<file path="config.mk">
export PLATFORM = sky130hd
export DESIGN_NAME = midi_msg_parser
export DESIGN_NICKNAME = d
export VERILOG_FILES = /design/src/rtl/midi_msg_parser.sv
export SDC_FILE = /design/constraint.sdc
export NUM_CORES = 1
export LEC_CHECK = 0
export CAP_MARGIN = 10
export CORE_ASPECT_RATIO = 1.4
export CORE_MARGIN = 2
export CORE_UTILIZATION = 51
export DETAILED_ROUTE_END_ITERATION = 7
export PLACE_DENSITY = 0.79
export SLEW_MARGIN = 20
export SYNTH_ARGS = -nofsm -noshare
export SYNTH_HDL_FRONTEND = slang
export SYNTH_SLANG_ARGS = --single-unit
</file>
<file path="constraint.sdc">
create_clock -name clk_i -period 2.55 [get_ports clk_i]
set_clock_uncertainty 0.2 [all_clocks]
set_input_delay 0.255 -clock clk_i [delete_from_list [all_inputs] [get_ports clk_i]]
set_output_delay 0.255 -clock clk_i [all_outputs]
set_load 0.05 [all_outputs]
</file>
<file path="src/rtl/midi_msg_parser.sv">
// rtl/midi_msg_parser.sv - MIDI channel-voice decoder with running status and channel filter
`ifndef MIDI_PAYLOAD_BITS
`define MIDI_PAYLOAD_BITS 8
`endif

module midi_msg_parser #(
    parameter int STROBE_DELAY = 1,
    parameter bit OMNI_DEFAULT = 1'b0
) (
    input  logic                          clk_i,
    input  logic                          nrst_i,
    input  logic                          byte_ready_i,
    input  logic [`MIDI_PAYLOAD_BITS-1:0] byte_i,
    input  logic [3:0]                    channel_i,
    input  logic                          omni_i,
    output logic                          note_on_o,
    output logic                          note_off_o,
    output logic [6:0]                    note_o,
    output logic [6:0]                    velocity_o,
    output logic                          cc_valid_o,
    output logic [6:0]                    cc_num_o,
    output logic [6:0]                    cc_val_o,
    output logic [3:0]                    chan_o
);

    // OMNI_DEFAULT only records how omni_i is expected to be tied off
    // at integration; it intentionally drives no logic.
    if (OMNI_DEFAULT != 1'b0) begin : g_omni_default_doc
    end

    localparam logic [1:0] DLY_LOAD = 2'(STROBE_DELAY);

    typedef enum logic [1:0] {
        IDLE    = 2'd0,
        WAIT_D1 = 2'd1,
        WAIT_D2 = 2'd2
    } state_t;

    // ------------------------------------------------------------------
    // Byte capture: rising-edge detect on ready, then a delay window
    // before byte_i is trusted (the frontend latches its data late).
    // ------------------------------------------------------------------
    logic       ready_q;
    logic [1:0] dly_cnt;
    logic       rise;
    logic       sample_fire;
    logic [7:0] byte_q;
    logic       byte_vld;

    assign rise        = byte_ready_i & ~ready_q;
    assign sample_fire = (STROBE_DELAY == 0) ? rise : (dly_cnt == 2'd1);

    // Edge detector, delay counter and captured-byte register
    always_ff @(posedge clk_i or negedge nrst_i) begin
        if (!nrst_i) begin
            ready_q  <= 1'b0;
            dly_cnt  <= 2'd0;
            byte_q   <= 8'h00;
            byte_vld <= 1'b0;
        end else begin
            ready_q  <= byte_ready_i;
            byte_vld <= sample_fire;
            if (sample_fire) begin
                byte_q <= byte_i;
            end
            // A new rising edge while the window is open is ignored.
            if (dly_cnt != 2'd0) begin
                dly_cnt <= dly_cnt - 2'd1;
            end else if (rise && (STROBE_DELAY != 0)) begin
                dly_cnt <= DLY_LOAD;
            end
        end
    end

    // ------------------------------------------------------------------
    // Byte classification
    // ------------------------------------------------------------------
    logic is_data;
    logic is_chan_status;
    logic is_sys;
    logic [6:0] d2;

    assign is_data        = ~byte_q[7];
    assign is_chan_status = byte_q[7] & (byte_q[7:4] != 4'hF);
    assign is_sys         = (byte_q[7:3] == 5'b11110);
    assign d2             = byte_q[6:0];

    // ------------------------------------------------------------------
    // Message FSM
    // ------------------------------------------------------------------
    state_t     state, state_n;
    logic [7:0] run_status, run_status_n;
    logic [6:0] d1, d1_n;
    logic       two_byte;
    logic       chan_match;
    logic       emit_on, emit_off, emit_cc;
    logic [6:0] ev_vel;

    assign two_byte   = (run_status[7:4] == 4'h8) || (run_status[7:4] == 4'h9) ||
                        (run_status[7:4] == 4'hA) || (run_status[7:4] == 4'hB) ||
                        (run_status[7:4] == 4'hE);
    assign chan_match = omni_i || (run_status[3:0] == channel_i);

    // State, running status and first data byte
    always_ff @(posedge clk_i or negedge nrst_i) begin
        if (!nrst_i) begin
            state      <= IDLE;
            run_status <= 8'h00;
            d1         <= 7'd0;
        end else begin
            state      <= state_n;
            run_status <= run_status_n;
            d1         <= d1_n;
        end
    end

    // Next-state decode and event generation for the captured byte
    always_comb begin
        state_n      = state;
        run_status_n = run_status;
        d1_n         = d1;
        emit_on      = 1'b0;
        emit_off     = 1'b0;
        emit_cc      = 1'b0;
        ev_vel       = d2;
        if (byte_vld) begin
            if (is_chan_status) begin
                // Also aborts any message pending in WAIT_D2.
                run_status_n = byte_q;
                state_n      = WAIT_D1;
            end else if (is_sys) begin
                run_status_n = 8'h00;
                state_n      = IDLE;
            end else if (is_data) begin
                case (state)
                    IDLE: begin
                        state_n = IDLE;
                    end
                    WAIT_D1: begin
                        d1_n = byte_q[6:0];
                        // One-data-byte types complete here and stay put.
                        state_n = two_byte ? WAIT_D2 : WAIT_D1;
                    end
                    WAIT_D2: begin
                        state_n = WAIT_D1;
                        if (chan_match) begin
                            case (run_status[7:4])
                                4'h8: emit_off = 1'b1;
                                4'h9: begin
                                    if (d2 != 7'd0) begin
                                        emit_on = 1'b1;
                                    end else begin
                                        emit_off = 1'b1;
                                        ev_vel   = 7'd0;
                                    end
                                end
                                4'hB: emit_cc = 1'b1;
                                default: ;
                            endcase
                        end
                    end
                    default: begin
                        state_n = IDLE;
                    end
                endcase
            end
            // Realtime bytes fall through: nothing changes.
        end
    end

    // Registered event pulses and held fields
    always_ff @(posedge clk_i or negedge nrst_i) begin
        if (!nrst_i) begin
            note_on_o  <= 1'b0;
            note_off_o <= 1'b0;
            cc_valid_o <= 1'b0;
            note_o     <= 7'd0;
            velocity_o <= 7'd0;
            cc_num_o   <= 7'd0;
            cc_val_o   <= 7'd0;
            chan_o     <= 4'd0;
        end else begin
            note_on_o  <= emit_on;
            note_off_o <= emit_off;
            cc_valid_o <= emit_cc;
            if (emit_on || emit_off) begin
                note_o     <= d1;
                velocity_o <= ev_vel;
            end
            if (emit_cc) begin
                cc_num_o <= d1;
                cc_val_o <= d2;
            end
            if (emit_on || emit_off || emit_cc) begin
                chan_o <= run_status[3:0];
            end
        end
    end

endmodule

</file>
**Word level (Yosys, flattened, before mapping)**

Cells that the tools add are included.

- Bitwise operators: 6
- Eq/ne operators: 12
- Mux-type cells: 40
- Reduce and logical (&&, ||, !) cells: 14
- $add $sub $neg: 1

Operators with widths:

| kind | count |
|---|---|
| two-way mux 7 bit | 8 |
| two-way mux 1 bit | 22 |
| equality test 4 bit (second input constant) | 5 |
| two-way mux 8 bit | 2 |
| two-way mux 2 bit | 6 |
| logical OR 1 bit | 7 |
| nonzero test 7 bit | 1 |
| nonzero test 2 bit | 3 |
| equality test 5 bit (second input constant) | 1 |
| AND reduction 5 bit | 1 |
| equality test 2 x 1 -> 1 bit (second input constant) | 2 |
| equality test 4 bit | 1 |
| inequality test 4 bit (second input constant) | 1 |
| inverter 1 bit | 4 |
| case mux 2 bit (2 select lines) | 1 |
| AND reduction 2 bit | 2 |
| inequality test 3 x 1 -> 1 bit (second input constant) | 1 |
| AND 1 bit | 2 |
| equality test 2 bit (second input constant) | 1 |
| case mux 1 bit (2 select lines) | 1 |
| subtractor 2 x 1 -> 2 bit (second input constant) | 1 |

- Register bits: 64
- Output and inout bits: 35
- Input port bits: 16
- Logic and storage cells: 88

**Longest topological paths before layout**

- Word-level depth: 11
- Mapped depth: 6
- Gate-level depth less buffers: 5

**Worst setup path before layout**

Ideal clock, no wire load.

- Kind: reg-to-reg
- Start point: register run_status[1]
- End point: register cc_num_o[0]
- Path buffers: 1
- Data required time: 2.225 ns
- Stages on the path, launching flop included: 6
- Period minus slack after synthesis: 1.954 ns
- Data arrival time: 1.628 ns
- Path slack: 0.596 ns
- Library setup time: 0.125 ns
- Path through: dfrtp_1 xnor2_1 a41oi_4 nor3_4 buf_8 mux2_4

- Cells in the longest elaborated chain, start to end: 8

RTL lines:

| item | line | source |
|---|---|---|
| start: declaration | 92 | `logic [7:0] run_status, run_status_n;` |
| start signal: assignment | 112 | `run_status <= run_status_n;` |
| equality test 4 bit | 102 | `assign chan_match = omni_i \|\| (run_status[3:0] == channel_i);` |
| logical OR 1 bit | 102 |  |
| two-way mux 1 bit | 146 | `if (chan_match) begin` |
| two-way mux 1 bit | 135 | `case (state)` |
| two-way mux 1 bit | 134 | `end else if (is_data) begin` |
| two-way mux 1 bit | 131 | `end else if (is_sys) begin` |
| two-way mux 1 bit | 127 | `if (is_chan_status) begin` |
| two-way mux 1 bit | 126 | `if (byte_vld) begin` |
| net emit_cc | 96 | `logic emit_on, emit_off, emit_cc;` |
| end signal: assignment | 179 | `cc_num_o <= 7'd0;` |
| end signal: assignment | 191 | `cc_num_o <= d1;` |
| end: declaration | 21 | `output logic [6:0] cc_num_o,` |

The timed path passes the listed nets, and every way through them passes these cells.
A chain may end at the register's enable or synchronous reset.

**Worst setup path in the final report**

- Start point: register run_status[0]
- End point: register velocity_o[0]

- Cells in the longest elaborated chain, start to end: 9
- Elaborated cells on any way between the ends: 21
- Those cells by class: 1 x eq/ne; 18 x mux; 2 x reduce/logical

RTL lines:

| item | line | source |
|---|---|---|
| equality test 4 bit (*) | 102 |  |
| logical OR 1 bit (*) | 102 |  |
| two-way mux 1 bit | 146 |  |
| two-way mux 1 bit | 135 |  |
| two-way mux 1 bit | 134 |  |
| two-way mux 1 bit | 131 |  |
| two-way mux 1 bit | 127 |  |
| two-way mux 1 bit | 126 |  |
| logical OR 1 bit | 186 | `if (emit_on \|\| emit_off) begin` |
| end signal: assignment | 188 | `velocity_o <= ev_vel;` |
| end: declaration | 19 | `output logic [6:0] velocity_o,` |

Mark *: on every way between the ends. The rest lies on a longest branch, timed or not.

==> results.toml <==
[run_status]
status = "finished clean"

[timing]
slew_headroom_pct = 47.59
drv_slew = 0
rsz0062_at_grt = "false"
tns_ns = 0
hold_viol_final = 0
period_minus_slack_ns = 2.051
fin_crit_sh_pct = 80.42
fmax_mhz = 487.7
tightestPinTransition_ns = 0.7861
setup_viol = 0

[grt]
grt.overflow.total = 0
grt_max_degree = 65
first_global_vias = 1749
grt_pass1_wl_microns = 8901
grt_use_total_pct = 21.89
antenna_found_initial = 0

[place]
port_buffers = 50
gp_congestion = 0.7899
hpwlAfterDp_microns = 3790

[routing]
drt_iter0_drc = 51
vias = 1607
wl_per_cell_microns = 18.22
dr.pass1.iters = 4
via_per_inst = 5.393
routed_wl_microns = 5431
drc = 0
ant_nets = 0

[critical_path]
crit_arrival_ns = 2.08
cp_slowest_stage_delay_ns = 0.41
end_kind = "flip-flop"
path_buf_inv = 1
rr_worst_depth = 5
path_class = "flip-flop to flip-flop"
cpMaxStageDelayCell = "dfrtp_1"
crit_path_max_fanout = 12
crit_path_cell_trace = "xnor2_1, a41oi_4, nor3_4, buf_4, mux2_2"
cp_top_family = "flip-flops"
required_ns = 2.58
r2r-start = "run_status[0]$_DFFE_PN0P_"
reg2reg_slack_ns = 0.50
r2r_end = "velocity_o[0]$_DFFE_PN0P_"
worst_setup_path_start_kind = "flip-flop"

[synth]
async_flop_share_pct = 100.0
yosys_most_used_dff = "dfrtp_1"
synth_area_sq_mm = 0.002586
syn_avg_cell_area_sq_um = 15.58
synth_seq_cells = 64
synth_cell_type_count = 31
yosys_warnings = 0
syn_nets = 184
synth_edf_count = 0
yosysSeqAreaShare_pct = 61.93
syn_inst = 166

[clock_tree]
cts_resized = 0
clock_latency_ns = 0.35
cts_setup_buffers = 0
h-tree-depth = 3
clk_pin_slew_ns = 0.07
cts.sinks = 64
cts_buffers = 9
cts_tree = "yes"
clockBufferDepth = 2
cts_root_buf = "clkbuf_8"

[flow_run]
maxCapViolations = 0

[die]
die_h_microns = 88.26
dieArea_sq_mm = 0.005665
row_count = 30
die_w_microns = 64.19
io_pins = 51
initial_core_util_pct = 53.00
core_area_sq_mm = 0.004880

[power_and_ir_drop]
power_leakage_nw = 1.550
vdd_drop_max_v = 0.0005001
power_w = 0.002676
p_per_area_mw_per_mm2 = 785.1

[worst_hold_path]
holdPathStages = 1
hp-class = "primary input to flip-flop"
min_from = "byte_ready_i"
hold_end = "ready_q$_DFF_PN0_"

[layout]
nets = 247
area_growth_pct = 31.79
drive_gt1_share_pct = 31.62
antenna_cells = 0
==> kinds of logic (layout without fill, tap and decap cells) <==
group | Yosys count | count (layout) | share of synthesized area, %
XOR/XNOR | 4 | 4 | 1.354
buffers and inverters | 9 | 77 | 2.032
multiplexers | 46 | 46 | 21.34
flip-flops | 64 | 64 | 61.93
adder cells (fa/ha/maj) | 2 | 2 | 0.9674
AND/OR/NAND/NOR | 23 | 23 | 6.435
AO/OA/AOI/OAI | 18 | 18 | 5.951
==> per-stage QoR <==
step                      area (sq um)  hold slack (ns)  worst slack, ns  utilization, %  std cells
after CTS                         3408           0.1803           0.4799           69.85        298
after floorplan                   2586          -0.2406           0.5965               -        166
after detailed placement          3178           0.2428           0.1922           65.13        281
after global placement            3178           0.2239           0.2912           65.13        281
after global routing              3408           0.1957           0.3887           69.85        298
final                             3408           0.1840           0.4994           69.85        298
==> synth_stat cells (all sizes together), types with 3 or more instances <==
| master | count | share of area, % |
|---|---|---|
| dfrtp | 64 | 62 |
| mux2 | 46 | 21 |
| a22o | 7 | 2.4 |
| inv | 5 | 0.73 |
| nand2 | 4 | 0.58 |
| xnor2 | 4 | 1.4 |
| nand3 | 3 | 0.58 |
| nor3 | 3 | 1.6 |
| o21ai | 3 | 0.58 |
==> worst max-delay path by stage <==
stage / from / end / slack [ns] / cells past startpoint
finish: run_status[0]$_DFFE_PN0P_ / velocity_o[0]$_DFFE_PN0P_ / 0.50 / 5
global route: run_status[0]$_DFFE_PN0P_ / velocity_o[0]$_DFFE_PN0P_ / 0.39 / 5
CTS: run_status[0]$_DFFE_PN0P_ / velocity_o[0]$_DFFE_PN0P_ / 0.48 / 5
detailed placement: channel_i[0] / cc_val_o[0]$_DFFE_PN0P_ / 0.19 / 6
global placement: channel_i[0] / cc_val_o[3]$_DFFE_PN0P_ / 0.29 / 6
floorplan: run_status[1]$_DFFE_PN0P_ / cc_num_o[0]$_DFFE_PN0P_ / 0.60 / 5
==> flip-flops by register name, indices dropped and copies added, names as in the netlist <==
register / cells
cc_val_o: 7
run_status: 8
note_o: 7
byte_vld: 1
velocity_o: 7
dly_cnt: 2
state: 2
d1: 7
chan_o: 4
byte_q: 8
ready_q: 1
cc_num_o: 7
note_on_o: 1
note_off_o: 1
cc_valid_o: 1
==> placed cells by master, fill, tap and decap left out, drive strengths merged <==
| cell | Yosys | final |
|---|---|---|
| and3 | 1 | 1 |
| a21o | 2 | 2 |
| inv | 5 | 5 |
| bufinv | 0 | 2 |
| buf | 2 | 6 |
| nor2b | 2 | 2 |
| or4 | 1 | 1 |
| nor2 | 2 | 2 |
| and2 | 2 | 2 |
| clkbuf | 2 | 9 |
| clkinv | 0 | 5 |
| nand4 | 2 | 2 |
| nor4 | 1 | 1 |
| xnor2 | 4 | 4 |
| o21ai | 3 | 3 |
| nand2 | 4 | 4 |
| o41ai | 1 | 1 |
| nor3 | 3 | 3 |
| mux2 | 46 | 46 |
| clkdlybuf4s50 | 0 | 49 |
| dlygate4sd3 | 0 | 1 |
| a21oi | 2 | 2 |
| or2 | 1 | 1 |
| and2b | 1 | 1 |
| a41oi | 2 | 2 |
| o31ai | 1 | 1 |
| a22o | 7 | 7 |
| dfrtp | 64 | 64 |
| ha | 2 | 2 |
| nand3 | 3 | 3 |
==> repair_timing <==
item | in CTS | in global routing
setup endpoints to repair | 0 | 0
hold buffers | 1 | 0
endpoints found under the hold margin | 64 | 0
==> per-layer routing <==
metal	track usage, %	vias up	wire length (microns)
met5	0	-	0
met4	11.41	0	155
met3	6.616	14	209
met2	38.64	37	3057
met1	23.79	825	2008
li1	-	731	-
==> power by group <==
group	leakage, nW	internal [W]	switching (W)
combinational	0.590	0.000205	0.000204
sequential	0.846	0.00116	0.000158
clock	0.113	0.000551	0.000397
total	1.55	0.00192	0.000759
==> area by class of cell <==
type | instances | area (sq um)
Multi-Input combinational cell | 93 | 932.1
Clock buffer | 9 | 123.9
Sequential cell | 64 | 1602
Tap cell | 64 | 80.08
Timing Repair Buffer | 56 | 555.5
Clock inverter | 7 | 96.34
Fill cell | 344 | 1471
Inverter | 5 | 18.77
Note: power is estimated with default switching activity, not from simulation.
